### src/rtl/calculadora_secuenciador.sv
// rtl/calculadora_secuenciador.sv - keypad-side command sequencer for the calculator core
//
// Builds a 16-bit operand from decimal digit keys (binary or BCD entry),
// latches an operation code, and on enter issues a one-cycle start to the
// core, then waits for ready. A timeout bounds the wait.
//
// Ports:
//   clk, reset_n        clock, asynchronous active-low reset
//   key_valid, key_code keypad strobe and 5-bit key code
//   core_ready          level ready from the core (honoured only in WAIT)
//   core_result         32-bit result from the core
//   operand_a           operand register driven to the core
//   operation           operation code register driven to the core
//   start               one-cycle start pulse (ISSUE state)
//   result_q            captured core result
//   result_valid        result_q holds a fresh result
//   busy                command in flight (ISSUE or WAIT)
//   overflow            sticky: a digit was rejected
//   timeout_err         sticky: last command timed out
module calculadora_secuenciador #(
    parameter int unsigned TIMEOUT = 1000
) (
    input  logic        clk,
    input  logic        reset_n,
    input  logic        key_valid,
    input  logic [4:0]  key_code,
    input  logic        core_ready,
    input  logic [31:0] core_result,
    output logic [15:0] operand_a,
    output logic [2:0]  operation,
    output logic        start,
    output logic [31:0] result_q,
    output logic        result_valid,
    output logic        busy,
    output logic        overflow,
    output logic        timeout_err
);

    typedef enum logic [1:0] {
        S_IDLE  = 2'd0,
        S_ISSUE = 2'd1,
        S_WAIT  = 2'd2
    } state_t;

    localparam logic [4:0]  KEY_OP_FIRST = 5'h10;
    localparam logic [4:0]  KEY_OP_LAST  = 5'h14;
    localparam logic [4:0]  KEY_ENTER    = 5'h1E;
    localparam logic [4:0]  KEY_CLEAR    = 5'h1F;
    localparam logic [2:0]  OP_BCD       = 3'b100;
    localparam logic [15:0] CNT_LAST     = 16'(TIMEOUT - 1);

    state_t      state;
    state_t      state_next;
    logic [15:0] wait_cnt;

    // Key decode; codes outside the listed ranges decode to nothing.
    logic is_digit;
    logic is_op;
    logic is_enter;
    logic is_clear;

    always_comb begin
        is_digit = key_valid && (key_code <= 5'd9);
        is_op    = key_valid && (key_code >= KEY_OP_FIRST) && (key_code <= KEY_OP_LAST);
        is_enter = key_valid && (key_code == KEY_ENTER);
        is_clear = key_valid && (key_code == KEY_CLEAR);
    end

    // Digit accumulation candidates. The binary product is formed in 20 bits
    // so that any value above 65535 is visible in the top nibble.
    logic [19:0] bin_next;
    logic        bin_fits;
    logic        bcd_fits;
    logic        bcd_mode;
    logic        wait_expired;

    always_comb begin
        bin_next     = 20'(operand_a) * 20'd10 + 20'(key_code[3:0]);
        bin_fits     = (bin_next[19:16] == 4'd0);
        bcd_fits     = (operand_a[15:12] == 4'd0);
        bcd_mode     = (operation == OP_BCD);
        wait_expired = (wait_cnt == CNT_LAST);
    end

    // State register
    always_ff @(posedge clk or negedge reset_n) begin
        if (!reset_n) begin
            state <= S_IDLE;
        end else begin
            state <= state_next;
        end
    end

    // Next-state logic. Clear outranks ready, and ready outranks expiry.
    always_comb begin
        state_next = state;
        case (state)
            S_IDLE: begin
                if (is_enter && !overflow) begin
                    state_next = S_ISSUE;
                end
            end
            S_ISSUE: begin
                if (is_clear) begin
                    state_next = S_IDLE;
                end else begin
                    state_next = S_WAIT;
                end
            end
            S_WAIT: begin
                if (is_clear || core_ready || wait_expired) begin
                    state_next = S_IDLE;
                end
            end
            default: state_next = S_IDLE;
        endcase
    end

    // Outputs decoded straight from the state register, so an asynchronous
    // reset removes start and busy immediately with no extra register stage.
    always_comb begin
        start = (state == S_ISSUE);
        busy  = (state != S_IDLE);
    end

    // Wait counter: zeroed while issuing, counts each WAIT cycle without ready.
    always_ff @(posedge clk or negedge reset_n) begin
        if (!reset_n) begin
            wait_cnt <= 16'd0;
        end else if (state == S_ISSUE) begin
            wait_cnt <= 16'd0;
        end else if (state == S_WAIT && !core_ready && !wait_expired) begin
            wait_cnt <= wait_cnt + 16'd1;
        end
    end

    // Operand, operation and status registers
    always_ff @(posedge clk or negedge reset_n) begin
        if (!reset_n) begin
            operand_a    <= 16'd0;
            operation    <= 3'd0;
            result_q     <= 32'd0;
            result_valid <= 1'b0;
            overflow     <= 1'b0;
            timeout_err  <= 1'b0;
        end else if (is_clear) begin
            // Clear is accepted in every state; in ISSUE/WAIT it also aborts
            // the command, so a simultaneous ready is dropped.
            operand_a    <= 16'd0;
            overflow     <= 1'b0;
            timeout_err  <= 1'b0;
            result_valid <= 1'b0;
        end else begin
            case (state)
                S_IDLE: begin
                    if (is_digit) begin
                        if (bcd_mode) begin
                            if (bcd_fits) begin
                                operand_a <= {operand_a[11:0], key_code[3:0]};
                            end else begin
                                overflow <= 1'b1;
                            end
                        end else begin
                            if (bin_fits) begin
                                operand_a <= bin_next[15:0];
                            end else begin
                                overflow <= 1'b1;
                            end
                        end
                    end else if (is_op) begin
                        operation <= key_code[2:0];
                    end else if (is_enter && !overflow) begin
                        result_valid <= 1'b0;
                        timeout_err  <= 1'b0;
                    end
                end
                S_WAIT: begin
                    if (core_ready) begin
                        result_q     <= core_result;
                        result_valid <= 1'b1;
                    end else if (wait_expired) begin
                        timeout_err <= 1'b1;
                    end
                end
                default: begin
                end
            endcase
        end
    end

endmodule
### config.mk
export PLATFORM = sky130hd
export DESIGN_NAME = calculadora_secuenciador
export DESIGN_NICKNAME = d
export VERILOG_FILES = /design/src/rtl/calculadora_secuenciador.sv
export SDC_FILE = /design/constraint.sdc
export NUM_CORES = 1
export LEC_CHECK = 0
export ABC_AREA = 1
export CAP_MARGIN = 10
export CORE_MARGIN = 10
export CORE_UTILIZATION = 34
export DETAILED_ROUTE_END_ITERATION = 10
export GPL_ROUTABILITY_DRIVEN = 0
export SLEW_MARGIN = 40
export SYNTH_ARGS = -nofsm -noshare
export SYNTH_HDL_FRONTEND = slang
export SYNTH_SLANG_ARGS = --single-unit
### constraint.sdc
create_clock -name clk -period 4.2 [get_ports clk]
set_input_delay 0.42 -clock clk [delete_from_list [all_inputs] [get_ports clk]]
set_output_delay 0.42 -clock clk [all_outputs]
set_load 0.1 [all_outputs]
== Word-level counts from Yosys, hierarchy flattened ==
Cells that the tools add are included.
Widths: inputs -> output; s select.

* Register bits after elaboration: 72
* Input port bits: 41
* Output and inout port bits: 56
* Logic and storage cells: 90

* $add $sub $neg: 2
* Multiply operators: 1
* Order comparisons: 3
* Equal/unequal tests: 17
* Multiplexer cells: 28
* Bitwise logic cells: 2
* Reduce and logical (&&, ||, !) cells: 29

{| class="wikitable"
|+ Operator list
! kind !! count
|-
| $mux 16 || 8
|-
| $ne 3x3->1 const B || 8
|-
| $add 20x4->20 || 1
|-
| $mul 16x3->19 const B || 1
|-
| $add 16x1->16 const B || 1
|-
| $eq 16x10->1 const B || 1
|-
| $mux 1 || 14
|-
| $reduce_and 4->1 || 3
|-
| $eq 5x5->1 const B || 2
|-
| $logic_and 1x1->1 || 8
|-
| $logic_not 4->1 || 2
|-
| $reduce_bool 2->1 || 4
|-
| $mux 2 || 3
|-
| $pmux 2 s3 || 1
|-
| $reduce_and 6->1 || 1
|-
| $reduce_bool 3->1 || 2
|-
| $ge 5x5->1 const B || 1
|-
| $le 5x4->1 const B || 1
|-
| $le 5x5->1 const B || 1
|-
| $reduce_and 5->1 || 1
|-
| $ne 2x2->1 const B || 2
|-
| $pmux 1 s2 || 2
|-
| $eq 3x3->1 const B || 1
|-
| $logic_not 1->1 || 3
|-
| other kinds (8) || 10
|}

== Longest topological paths before layout ==
Gate-level depths: netlist (run 1).

* Depth after elaboration: 8
* Depth in mapped cells: 22
* Mapped depth without buffers: 21

== Worst setup path after synthesis (run 1) ==
No wires, ideal clock.

* Kind: flip-flop to flip-flop
* Start point: register operand_a[1]
* End point: register operand_a[15]
* Library setup time: 122 ps
* Data arrival time: 3524 ps
* Data required time: 4078 ps
* Slack: 554 ps
* Cell stages (with the launch flop): 20
* Buffers on the path: 1
* Clock period less this slack: 3646 ps
* Cell sequence: dfrtp_1 > ha_1 > ha_1 > fa_1 > nand2_1 > inv_1 > nand4_1 > nand2_1 > nand3_2 > nor2_4 > nand2_2 > nor2_4 > nand3_1 > nand2_1 > nand3_2 > nand2_4 > nand2_4 > buf_6 > nand3_2 > nand2_1

* Longest elaborated chain between the ends: 7
* Elaborated cells between the ends (all ways): 10
* Those cells by class: 1 x add/sub; 1 x mul; 5 x mux; 3 x reduce/logical

{| class="wikitable"
|+ RTL lines
! what !! RTL line !! text
|-
| start, declared || 29 || <nowiki>output logic [15:0] operand_a,</nowiki>
|-
| start signal, assigned || 159 || <nowiki>operand_a <= {operand_a[11:0], key_code[3:0]};</nowiki>
|-
| start signal, assigned || 165 || <nowiki>operand_a <= bin_next[15:0];</nowiki>
|-
| $mul 16x3->19 * || 78 || <nowiki>bin_next = 20'(operand_a) * 20'd10 + 20'(key_code[3:0]);</nowiki>
|-
| $add 20x4->20 * || 78 ||
|-
| $mux 16 || 164 || <nowiki>if (bin_fits) begin</nowiki>
|-
| $mux 16 || 157 || <nowiki>if (bcd_mode) begin</nowiki>
|-
| $mux 16 || 156 || <nowiki>if (is_digit) begin</nowiki>
|-
| $mux 16 || 154 || <nowiki>case (state)</nowiki>
|-
| $mux 16 || 146 || <nowiki>end else if (is_clear) begin</nowiki>
|}

Every way passes the cells marked *; elsewhere a longest branch is shown, timed or not. The select of a mux whose other input is x is not followed.
A chain may end at the register's enable or synchronous reset.

== Worst setup path in the final report (run 1) ==
* Start point: register operand_a[1]
* End point: register operand_a[14]

Same word-level chain as after synthesis.

==> results of run 1 <==
==> power by group <==
| part | internal (W) | switching (W) | total [W] |
|---|---|---|---|
| clock network | 0.000535 | 0.000268 | 0.000803 |
| registers | 0.000888 | 0.000196 | 0.00108 |
| logic | 0.000839 | 0.00259 | 0.00343 |
| total | 0.00226 | 0.00306 | 0.00532 |
==> worst max-delay path by stage <==
stage            startpoint       endpoint  slack (ps)
6_report       operand_a[1]  operand_a[14]         850
5_1_grt        operand_a[1]   operand_a[4]         560
4_1_cts        operand_a[1]  operand_a[14]         820
3_5_place_dp   operand_a[1]   operand_a[0]         830
3_3_place_gp   operand_a[1]   operand_a[1]         890
2_1_floorplan  operand_a[1]  operand_a[15]         550
==> layer usage <==
metal	vias up	GRT usage (%)	wire length, um	share of wire, %
met4	0	3.261	163	1.3
met5	-	0	0	0
met3	11	3.178	641	5.0
met1	2014	16.27	5697	45
met2	71	21.55	6293	49
li1	2209	-	-	-
==> state kept, by name, summed over array words and instances, names as in the netlist <==
register / cells
overflow: 1
state: 2
timeout_err: 1
result_valid: 1
result_q: 32
operand_a: 16
operation: 3
wait_cnt: 16
==> cell type report <==
cell class                 count  area (um2)  share of cell area, %
clock buffer                  13       250.2                  4.088
inverter                      77       291.5                  4.763
sequential                    72        1802                  29.44
multi-input combinational    445        2771                  45.28
tap                          180       225.2                  3.679
clock inverter                 3       65.06                  1.063
timing repair buffer         101       715.7                  11.69
==> through the flow <==
stage / util [%] / setup WS [ps]
CTS: 43.53 / 819.8
finish: 43.59 / 852.1
detailed placement: 41.28 / 833.2
floorplan: - / 553.8
global route: 43.59 / 558.9
global placement: 43.28 / 894.4
==> kinds of logic after synthesis <==
family	count (synthesis)	synth area share [%]
and+or+nand+nor	305	30.91
buffers and inverters	90	7.384
DFF	72	36.54
AOI/OAI and AO/OA	60	6.293
adders and majority gates	34	8.932
muxes	32	7.308
xor gates and xnor gates	14	2.639
==> worst reg2reg max path, delay by kind of cell, from the launching register on <==
family / cells / cell delay [ps]
simple gates: 14 / 1550
fa+ha+maj: 3 / 1170
flops: 1 / 450
buf+inv: 1 / 70
==> Yosys cell counts <==
| library cell | number |
|---|---|
| o21ai_0 | 30 |
| nor3_1 | 12 |
| xor2_1 | 10 |
| nand3_2 | 17 |
| nand2_2 | 14 |
| ha_1 | 32 |
| nor2_1 | 40 |
| clkbuf_1 | 6 |
| nor2_4 | 2 |
| xor2_2 | 1 |
| buf_4 | 1 |
| nand2_1 | 137 |
| nand4_1 | 22 |
| nor4_1 | 5 |
| nand2_4 | 5 |
| a22o_1 | 1 |
| nor3_2 | 2 |
| nand3_4 | 1 |
| nor2_2 | 3 |
| buf_2 | 4 |
| or2_2 | 1 |
| dfrtp_1 | 72 |
| a31oi_1 | 1 |
| fa_1 | 2 |
| buf_6 | 2 |
| inv_4 | 1 |
| clkinv_1 | 1 |
| nand3_1 | 40 |
| xnor2_1 | 3 |
| and2_1 | 1 |
| inv_1 | 69 |
| a211oi_1 | 1 |
| inv_2 | 6 |
| mux2_2 | 32 |
| and3_1 | 2 |
| o21a_1 | 1 |
| nand4_2 | 1 |
| a21oi_1 | 26 |
==> Implementation_results.wiki, run 1 <==
{| class="wikitable"
! Metric !! Value
|-
| Estimated wirelength of the detail-placed design || 10.25 mm
|-
| Number of antenna violations at the first check in global routing || 0
|-
| Area of the mapped netlist || 4931 um2
|-
| Routed Wire Length || 12.80 mm
|-
| Nets@finish || 781
|-
| Post-CTS repair timing setup buffer count || 0
|-
| Run status || completed
|-
| Path type of the worst min-delay path || input pin to asynchronous set/reset pin
|-
| Number of max-slew violations in the final report || 0
|-
| Clock root buffer master || clkbuf_16
|-
| Proportion of synthesized chip area in sequential cells || 36.54%
|-
| Transition time at the pin with the least slew margin || 570.6 ps
|-
| Placed Cells incl. Taps || 875
|-
| Leakage power total || 3.142 nW
|-
| Horizontal extent of the die || 140.4 um
|-
| Resize count post-CTS || 0
|-
| Worst-case headroom to the max-slew limit || 61.67%
|-
| Setup violations, final || 0
|-
| RSZ-0062 raised after global routing || no
|-
| Leading cell types in the layout, fill and taps excluded || nand2_1, dfrtp_1, inv_1
|-
| Clock-pin slew of the registers on the worst-case setup and hold paths || 60 ps
|-
| Worst-Skew Late Latency || 330 ps
|-
| Stages on worst setup path || 18
|-
| Total negative setup slack || 0 ps
|-
| Number of global-route vias before repair || 4,322
|-
| Proportion of layout cells with a drive suffix above 1 || 22.64%
|-
| Final antenna-violating net count || 0
|-
| Largest incremental delay on the critical path || 570 ps
|-
| Worst-case register-to-register setup slack || 850 ps
|-
| Series of cell instances along the critical path || ha_1 > ha_1 > fa_1 > nand2_1 > inv_1 > nand4_1 > nand2_1 > nand3_2 > nor2_4 > nand2_2 > nor2_4 > nand3_1 > nand2_1 > nand3_2 > nand2_4 > nand2_4 > nand3_1 > nand2_1
|-
| Master of the slowest instance on the critical path || fa_1
|-
| Hold slack final || 42.75 ps
|-
| R2r endpoint || operand_a[14]
|-
| Power per Cell Area || 868.8 nW/um2
|-
| Required @ worst endpoint || 4420 ps
|-
| Buffer and inverter count on the worst path || 1
|-
| Startpoint of the worst register-to-register path || operand_a[1]
|-
| Cell mode on critical path || nand2_1
|-
| Layout Cells excl Fill || 891
|-
| Pin count of the biggest net entering global routing || 38
|-
| Global-route wire length before repair || 21.55 mm
|-
| Placeable core region || 14,040 um2
|-
| Highest achievable clock rate || 0.2987 GHz
|-
| I/O pin count || 97
|-
| Most common cell after layout, fill and taps aside || nand2_1
|-
| Worst voltage drop across the vdd grid || 0.4624 mV
|-
| Count of maximum capacitance violations || 0
|-
| Cells on worst reg2reg path || 18
|-
| Sinks on the clock net || 72
|-
| Final worst clock skew || 7.638 ps
|-
| I/O Buffers || 96
|-
| Tot GR Track Use || 12.94%
|-
| Cell count after synthesis || 607
|-
| Placed standard-cell area || 5797 um2
|-
| Share of the cycle needed by the critical path after routing || 79.71%
|-
| Total via count after detailed routing || 4,305
|-
| Category of cells accounting for the largest share of critical-path delay || simple AND/OR/NAND/NOR gates
|-
| Post-synthesis cell type count || 38
|-
| Most area-consuming cells after synthesis || dfrtp_1, nand2_1, ha_1, mux2_2, inv_1
|-
| Overflow after GRT || 0
|-
| Kind of capture point of the worst setup path || flop
|-
| H-Tree Level Count || 3
|-
| Number of CTS-inserted buffers || 9
|-
| FP Rows || 43
|-
| Iter 0 DRT Violations || 243
|-
| Mean routed wirelength per cell || 14.36 um
|-
| Power, Total || 0.005318 W
|-
| Mean post-synth cell area || 8.124 um2
|-
| Post-Synthesis Net Count || 682
|-
| Number of detailed-routing iterations run before antenna repair || 4
|-
| Total of hold buffers inserted after clock tree synthesis || 0
|-
| Arrival time at the worst endpoint || 3560 ps
|-
| Initial Utilization || 35.12%
|-
| Die span in y || 140.4 um
|-
| Time the worst path needs with I/O delays and setup || 3348 ps
|-
| DRC errors left || 0
|-
| Die area || 19,720 um2
|-
| Antenna diodes || 0
|-
| Startpoint-to-endpoint class of the critical path || flop to flop
|-
| Final hold violation count || 0
|-
| Final cell area excluding filler cells || 6121 um2
|-
| Largest area contributor in the netlist || dfrtp_1
|-
| Type of origin of the critical path || flop
|-
| CP Max Fanout || 18
|-
| Count of warnings emitted by yosys || 0
|-
| Register bit total from synthesis || 72
|-
| Max Buffers Root-to-Sink || 2
|-
| TritonCTS clock tree || done
|-
| Syn-to-layout area delta || 24.13%
|-
| Synth top area share || 36.54%
|-
| Per-cell via count in the routed design || 4.832
|-
| Filler cell count in the final layout || 1,394
|}
Note: power is estimated with default switching activity, not from simulation.
==> run 2, diff against run 1 <==
==> constraint.sdc (replaced) <==
create_clock -name clk -period 3.1 [get_ports clk]
set_input_delay 0.31 -clock clk [delete_from_list [all_inputs] [get_ports clk]]
set_output_delay 0.31 -clock clk [all_outputs]
set_load 0.1 [all_outputs]
==> run 2 against run 1 <==
Effect of this change: critical path depth unchanged; via count increased by 3.4%; die area unchanged; sequential share of layout area decreased by 1.4 points; clock-buffer cell count increased by 1; power increased by 48%; worst setup slack got worse by 710 ps; global-route usage increased by 0.41 points; critical endpoint is now operand_a[2]; largest cell class unchanged; highest routed layer unchanged.
==> Implementation_results.wiki, run 2 (same netlist as run 1, synthesis figures left out) <==
{| class="wikitable"
! Metric !! Value
|-
| Clock root buffer master || clkbuf_16
|-
| Leakage power total || 3.234 nW
|-
| Number of detailed-routing iterations run before antenna repair || 4
|-
| Count of maximum capacitance violations || 0
|-
| Run status || completed
|-
| Die area || 19,720 um2
|-
| Number of antenna violations at the first check in global routing || 0
|-
| FP Rows || 43
|-
| Total of hold buffers inserted after clock tree synthesis || 0
|-
| Number of CTS-inserted buffers || 9
|-
| Sequential cell area || 1833 um2
|-
| Nets@finish || 800
|-
| Total negative setup slack || 0 ps
|-
| Proportion of layout cells with a drive suffix above 1 || 29.59%
|-
| Sinks on the clock net || 72
|-
| Number of flip-flops in the largest register || 32
|-
| Post-Place Setup Slack || -34.33 ps
|-
| RSZ-0062 raised after global routing || yes
|-
| Mean routed wirelength per cell || 14.83 um
|-
| Max Buffers Root-to-Sink || 2
|-
| CP Max Fanout || 7
|-
| Final antenna-violating net count || 0
|-
| Total via count after detailed routing || 4,453
|-
| Multi-input logic area || 2915 um2
|-
| Final core area utilization || 46.57%
|-
| Reg with most FFs || result_q
|-
| Syn-to-layout area delta || 32.63%
|-
| DRC errors left || 0
|-
| Power per Cell Area || 1201 nW/um2
|-
| Final hold violation count || 0
|-
| Final worst clock skew || 5.757 ps
|-
| Initial Utilization || 35.12%
|-
| Filler cell count in the final layout || 1,384
|-
| Tot GR Track Use || 13.35%
|-
| H-Tree Level Count || 3
|-
| I/O Buffers || 96
|-
| Arrival time at the worst endpoint || 3230 ps
|-
| Setup violations, final || 0
|-
| Number of global-route vias before repair || 4,288
|-
| Most common cell after layout, fill and taps aside || nand2_1
|-
| Estimated wirelength of the detail-placed design || 10.58 mm
|-
| Path type of the worst min-delay path || input pin to asynchronous set/reset pin
|-
| Placeable core region || 14,040 um2
|-
| Share of the cycle needed by the critical path after routing || 95.51%
|-
| Number of max-slew violations in the final report || 0
|-
| Largest registers || result_q (32), operand_a (16), wait_cnt (16)
|-
| Worst voltage drop across the vdd grid || 0.7246 mV
|-
| Worst-case headroom to the max-slew limit || 56.00%
|-
| Fin worst setup slack || 139.3 ps
|-
| Startpoint of the worst register-to-register path || operand_a[2]
|-
| Leading cell types in the layout, fill and taps excluded || nand2_1, inv_1, dfrtp_1
|-
| Antenna diodes || 0
|-
| Time the worst path needs with I/O delays and setup || 2961 ps
|-
| Startpoint-to-endpoint class of the critical path || flop to flop
|-
| Clock-pin slew of the registers on the worst-case setup and hold paths || 60 ps
|-
| Horizontal extent of the die || 140.4 um
|-
| Worst-Skew Late Latency || 330 ps
|-
| Worst-case register-to-register setup slack || 140 ps
|-
| Routed Wire Length || 13.50 mm
|-
| Hold slack final || 77.43 ps
|-
| I/O pin count || 97
|-
| Transition time at the pin with the least slew margin || 659.9 ps
|-
| Global-route wire length before repair || 21.89 mm
|-
| Die span in y || 140.4 um
|-
| Worst setup startpoint || operand_a[2]
|-
| Kind of capture point of the worst setup path || flop
|-
| Iter 0 DRT Violations || 267
|-
| TritonCTS clock tree || done
|-
| Highest achievable clock rate || 0.3378 GHz
|-
| Per-cell via count in the routed design || 4.893
|-
| Overflow after GRT || 0
|-
| Required @ worst endpoint || 3370 ps
|-
| Pin count of the biggest net entering global routing || 73
|-
| Type of origin of the critical path || flop
|}
run 2: cell count changes in the layout (fill, tap and decap cells not counted), moves of 3 or more:
cell / before / now
buf_4: 6 / 50
buf_2: 56 / 26
dfrtp_1: 72 / 57
dfrtp_2: 0 / 10
ha_1: 32 / 26
dfrtp_4: 0 / 5
nor2_1: 40 / 35
nor2_2: 3 / 8
buf_6: 0 / 4
ha_4: 0 / 4
nand3_1: 40 / 36
nand2_1: 137 / 134
nand3_2: 17 / 20
run 2: what timing repair did:
item                                    4_1_cts  5_1_grt
pin swaps                                     0       23
setup buffers                                 0        5
cloned                                        0        2
hold endpoints to repair                      0        0
resized for setup                             1       26
endpoints found under the setup margin        2       17
run 2: worst max-delay path, cell delays in order, from the launching register on:
cell,delay [ps]
dfrtp_4,510
ha_1,230
ha_4,170
fa_2,540
nand2_2,60
inv_2,50
nand4_1,80
nand2_2,130
nand3_4,100
nor2_4,150
nand2_4,70
nor2_4,90
nand3_2,70
nand2_2,70
nand3_2,80
nand2_4,180
buf_6,150
nand4_1,80
nand2_1,80
run 2: path summary, 6_finish.rpt:
check,cells past startpoint,endpoint
setup / recovery,18,operand_a[2]
hold / removal,2,wait_cnt[12]
setup reg to reg,18,operand_a[2]
hold reg to reg,1,wait_cnt[15]
max in group asynchronous,2,operand_a[3]
min in group clk,1,wait_cnt[15]
run 2: cell type report:
class / instances / share of cell area (%)
multi-input combinational: 446 / 44.58
sequential: 72 / 28.03
timing repair buffer: 119 / 14.39
inverter: 77 / 4.458
clock buffer: 14 / 4.190
tap: 180 / 3.444
clock inverter: 2 / 0.9183
run 2: metal layers:
layer / track usage [%] / routed length (um) / vias up
met5: 0 / 0 / -
met4: 3.859 / 214 / 0
met3: 3.482 / 626 / 12
met2: 22.41 / 6822 / 91
met1: 16.35 / 5837 / 2097
li1: - / - / 2253
run 2: where the power goes:
part / internal (W) / switching [W]
Clock: 0.000771 / 0.000376
Combinational: 0.00148 / 0.00373
Sequential: 0.00123 / 0.000264
Total: 0.00348 / 0.00437
run 2: metrics by stage:
| stage | instances | instance area (um2) | total power, W |
|---|---|---|---|
| 3_3_place_gp | 887 | 6148 | 0.006483 |
| 3_5_place_dp | 887 | 6027 | 0.006454 |
| 4_1_cts | 903 | 6364 | 0.007629 |
| 2_1_floorplan | 607 | 4994 | 0.005366 |
| 6_report | 910 | 6540 | 0.007856 |
| 5_1_grt | 910 | 6540 | 0.008373 |
==> run 3, diff against run 2 <==
--- a/config.mk
+++ b/config.mk
@@ -8,9 +8,10 @@
 export ABC_AREA = 1
 export CAP_MARGIN = 10
 export CORE_MARGIN = 10
-export CORE_UTILIZATION = 34
+export CORE_UTILIZATION = 53
 export DETAILED_ROUTE_END_ITERATION = 10
 export GPL_ROUTABILITY_DRIVEN = 0
+export PLACE_DENSITY = 0.82
 export SLEW_MARGIN = 40
 export SYNTH_ARGS = -nofsm -noshare
 export SYNTH_HDL_FRONTEND = slang
==> run 3 against run 2 <==
Effect of this change: non-clock buffer count is the same; maximum frequency shrank 2.3%; worst setup slack lost 68 ps; global-route usage grew 6.6 points; sequential share of layout area grew 1.0 points; first-iteration DRC count grew 10%; flip-flop and latch count is the same; via count grew 3.1%; highest routed layer unchanged.
==> Implementation_results.wiki, run 3 (same netlist as run 1, synthesis figures left out) <==
{| class="wikitable"
! Metric !! Value
|-
| Leading cell types in the layout, fill and taps excluded || nand2_1, inv_1, dfrtp_1
|-
| I/O pin count || 97
|-
| Transition time at the pin with the least slew margin || 595.3 ps
|-
| Max Buffers Root-to-Sink || 2
|-
| Number of flip-flops in the largest register || 32
|-
| Worst-case headroom to the max-slew limit || 60.01%
|-
| Number of CTS-inserted buffers || 9
|-
| Largest registers || result_q (32), operand_a (16), wait_cnt (16)
|-
| Sinks on the clock net || 72
|-
| Proportion of layout cells with a drive suffix above 1 || 29.04%
|-
| Number of detailed-routing iterations run before antenna repair || 4
|-
| Setup violations, final || 0
|-
| DRC errors left || 0
|-
| Final antenna-violating net count || 0
|-
| Die area || 13,560 um2
|-
| Per-cell via count in the routed design || 5.458
|-
| Highest achievable clock rate || 0.3301 GHz
|-
| Most common cell after layout, fill and taps aside || nand2_1
|-
| Overflow after GRT || 0
|-
| Series of cell instances along the critical path || ha_4 > ha_4 > fa_2 > nand2_1 > nand3_1 > nand3_2 > nand2_1 > nand2_1 > nand2_1 > nor2_2 > nand2_4 > nor2_4 > nand3_1 > nand2_1 > nand3_2 > nand2_4 > nand2_4 > nand3_2 > nand2_1
|-
| Placed Cells incl. Taps || 816
|-
| Total via count after detailed routing || 4,590
|-
| Master of the slowest instance on the critical path || dfrtp_4
|-
| Final hold violation count || 0
|-
| Placeable core region || 9153 um2
|-
| Number of global-route vias before repair || 4,666
|-
| I/O Buffers || 96
|-
| RSZ-0062 raised after global routing || yes
|-
| Type of origin of the critical path || flop
|-
| Share of the cycle needed by the critical path after routing || 97.71%
|-
| Number of cells traversed by the worst hold path || 1
|-
| Number of antenna violations at the first check in global routing || 0
|-
| Tot GR Track Use || 19.90%
|-
| Final worst clock skew || 10.85 ps
|-
| Die span in y || 116.5 um
|-
| Final core area utilization || 69.00%
|-
| TritonCTS clock tree || done
|-
| Path type of the worst min-delay path || flop to flop
|-
| Required @ worst endpoint || 3340 ps
|-
| FP Rows || 35
|-
| Kind of capture point of the worst setup path || flop
|-
| Startpoint-to-endpoint class of the critical path || flop to flop
|-
| Mean routed wirelength per cell || 15.63 um
|-
| Iter 0 DRT Violations || 294
|-
| Syn-to-layout area delta || 28.06%
|-
| Nets@finish || 800
|-
| Antenna diodes || 0
|-
| CP Max Fanout || 8
|-
| Count of maximum capacitance violations || 0
|-
| Horizontal extent of the die || 116.5 um
|-
| Category of cells accounting for the largest share of critical-path delay || simple AND/OR/NAND/NOR gates
|-
| Hold slack final || 484.2 ps
|-
| Initial Utilization || 53.88%
|-
| Worst-Skew Late Latency || 360 ps
|-
| Stages on worst setup path || 19
|-
| Routed Wire Length || 13.15 mm
|-
| Arrival time at the worst endpoint || 3270 ps
|-
| Clock root buffer master || clkbuf_8
|-
| Cell mode on critical path || nand2_1
|-
| Time the worst path needs with I/O delays and setup || 3029 ps
|-
| Layout Cells excl Fill || 841
|-
| Reg with most FFs || result_q
|-
| Buffer and inverter count on the worst path || 0
|-
| Cells on worst reg2reg path || 19
|-
| Estimated wirelength of the detail-placed design || 10.09 mm
|-
| Clock-pin slew of the registers on the worst-case setup and hold paths || 80 ps
|-
| Largest incremental delay on the critical path || 510 ps
|-
| Pin count of the biggest net entering global routing || 40
|-
| Run status || completed
|-
| Global-route wire length before repair || 21.98 mm
|-
| H-Tree Level Count || 3
|-
| Number of max-slew violations in the final report || 0
|}
## run 3: cell count changes in the layout (fill, tap and decap cells not counted), sizes merged
cell | previous run | this run
bufinv | 2 | 3
buf | 80 | 79
inv | 76 | 77
clkinvlp | 0 | 1
dlygate4sd3 | 0 | 1
clkinv | 1 | 2
clkbuf | 14 | 10
## run 3: worst reg2reg max path: stages (launching register included)
cell     delay [ps]
dfrtp_4         510
ha_4            260
ha_4            160
fa_2            420
nand2_1         110
nand3_1          80
nand3_2         100
nand2_1          80
nand2_1          60
nand2_1          90
nor2_2          180
nand2_4          80
nor2_4           90
nand3_1          70
nand2_1          80
nand3_2          80
nand2_4         160
nand2_4         140
nand3_2         100
nand2_1          60
## run 3: final cells by class
cell class                      instances  area [um2]
Timing Repair Buffer                  119       919.6
Fill cell                             698        2838
Tap cell                              111       138.9
Clock inverter                          6       115.1
Clock buffer                           10       127.6
Inverter                               77       291.5
Multi-Input combinational cell        446        2889
Sequential cell                        72        1833
## run 3: path summary, 6_finish.rpt
kind                         startpoint           end  slack, ps
max                        operand_a[1]  operand_a[9]         70
min                        wait_cnt[15]  wait_cnt[15]        480
max reg2reg                operand_a[1]  operand_a[9]         70
min reg2reg                wait_cnt[15]  wait_cnt[15]        480
max in group asynchronous       reset_n  operation[0]       2190
min in group asynchronous       reset_n  wait_cnt[10]        530
## run 3: per-stage QoR
step / setup TNS (ps) / setup WS, ps / instance area, um2
after CTS: -4.724 / -4.724 / 6213
final: 0 / 71.02 / 6315
after detailed placement: -130.5 / -29.01 / 5909
after floorplan: -26.83 / -11.43 / 4994
after global placement: 0 / 80.81 / 6060
after global routing: -1307 / -114.7 / 6315
## run 3: routing by layer
layer  vias to the layer above  routed length (um)  track usage [%]
li1                       2256                   -                -
met3                        18                1011            5.855
met1                      2158                5589            24.65
met5                         -                   0                0
met2                       158                6350            32.84
met4                         0                 196            5.755
## run 3: what timing repair did
| action | in CTS | in global routing |
|---|---|---|
| resized for setup | 4 | 15 |
| hold buffers | 1 | 0 |
| setup buffers | 3 | 4 |
| pin swaps | 2 | 17 |
| gates cloned | 1 | 0 |
| setup endpoints to repair | 16 | 17 |
| hold endpoints to repair | 20 | 0 |
Power of run 3 is not shown: default switching activity piles up to over one toggle a cycle in this logic, so the estimate is an artifact.
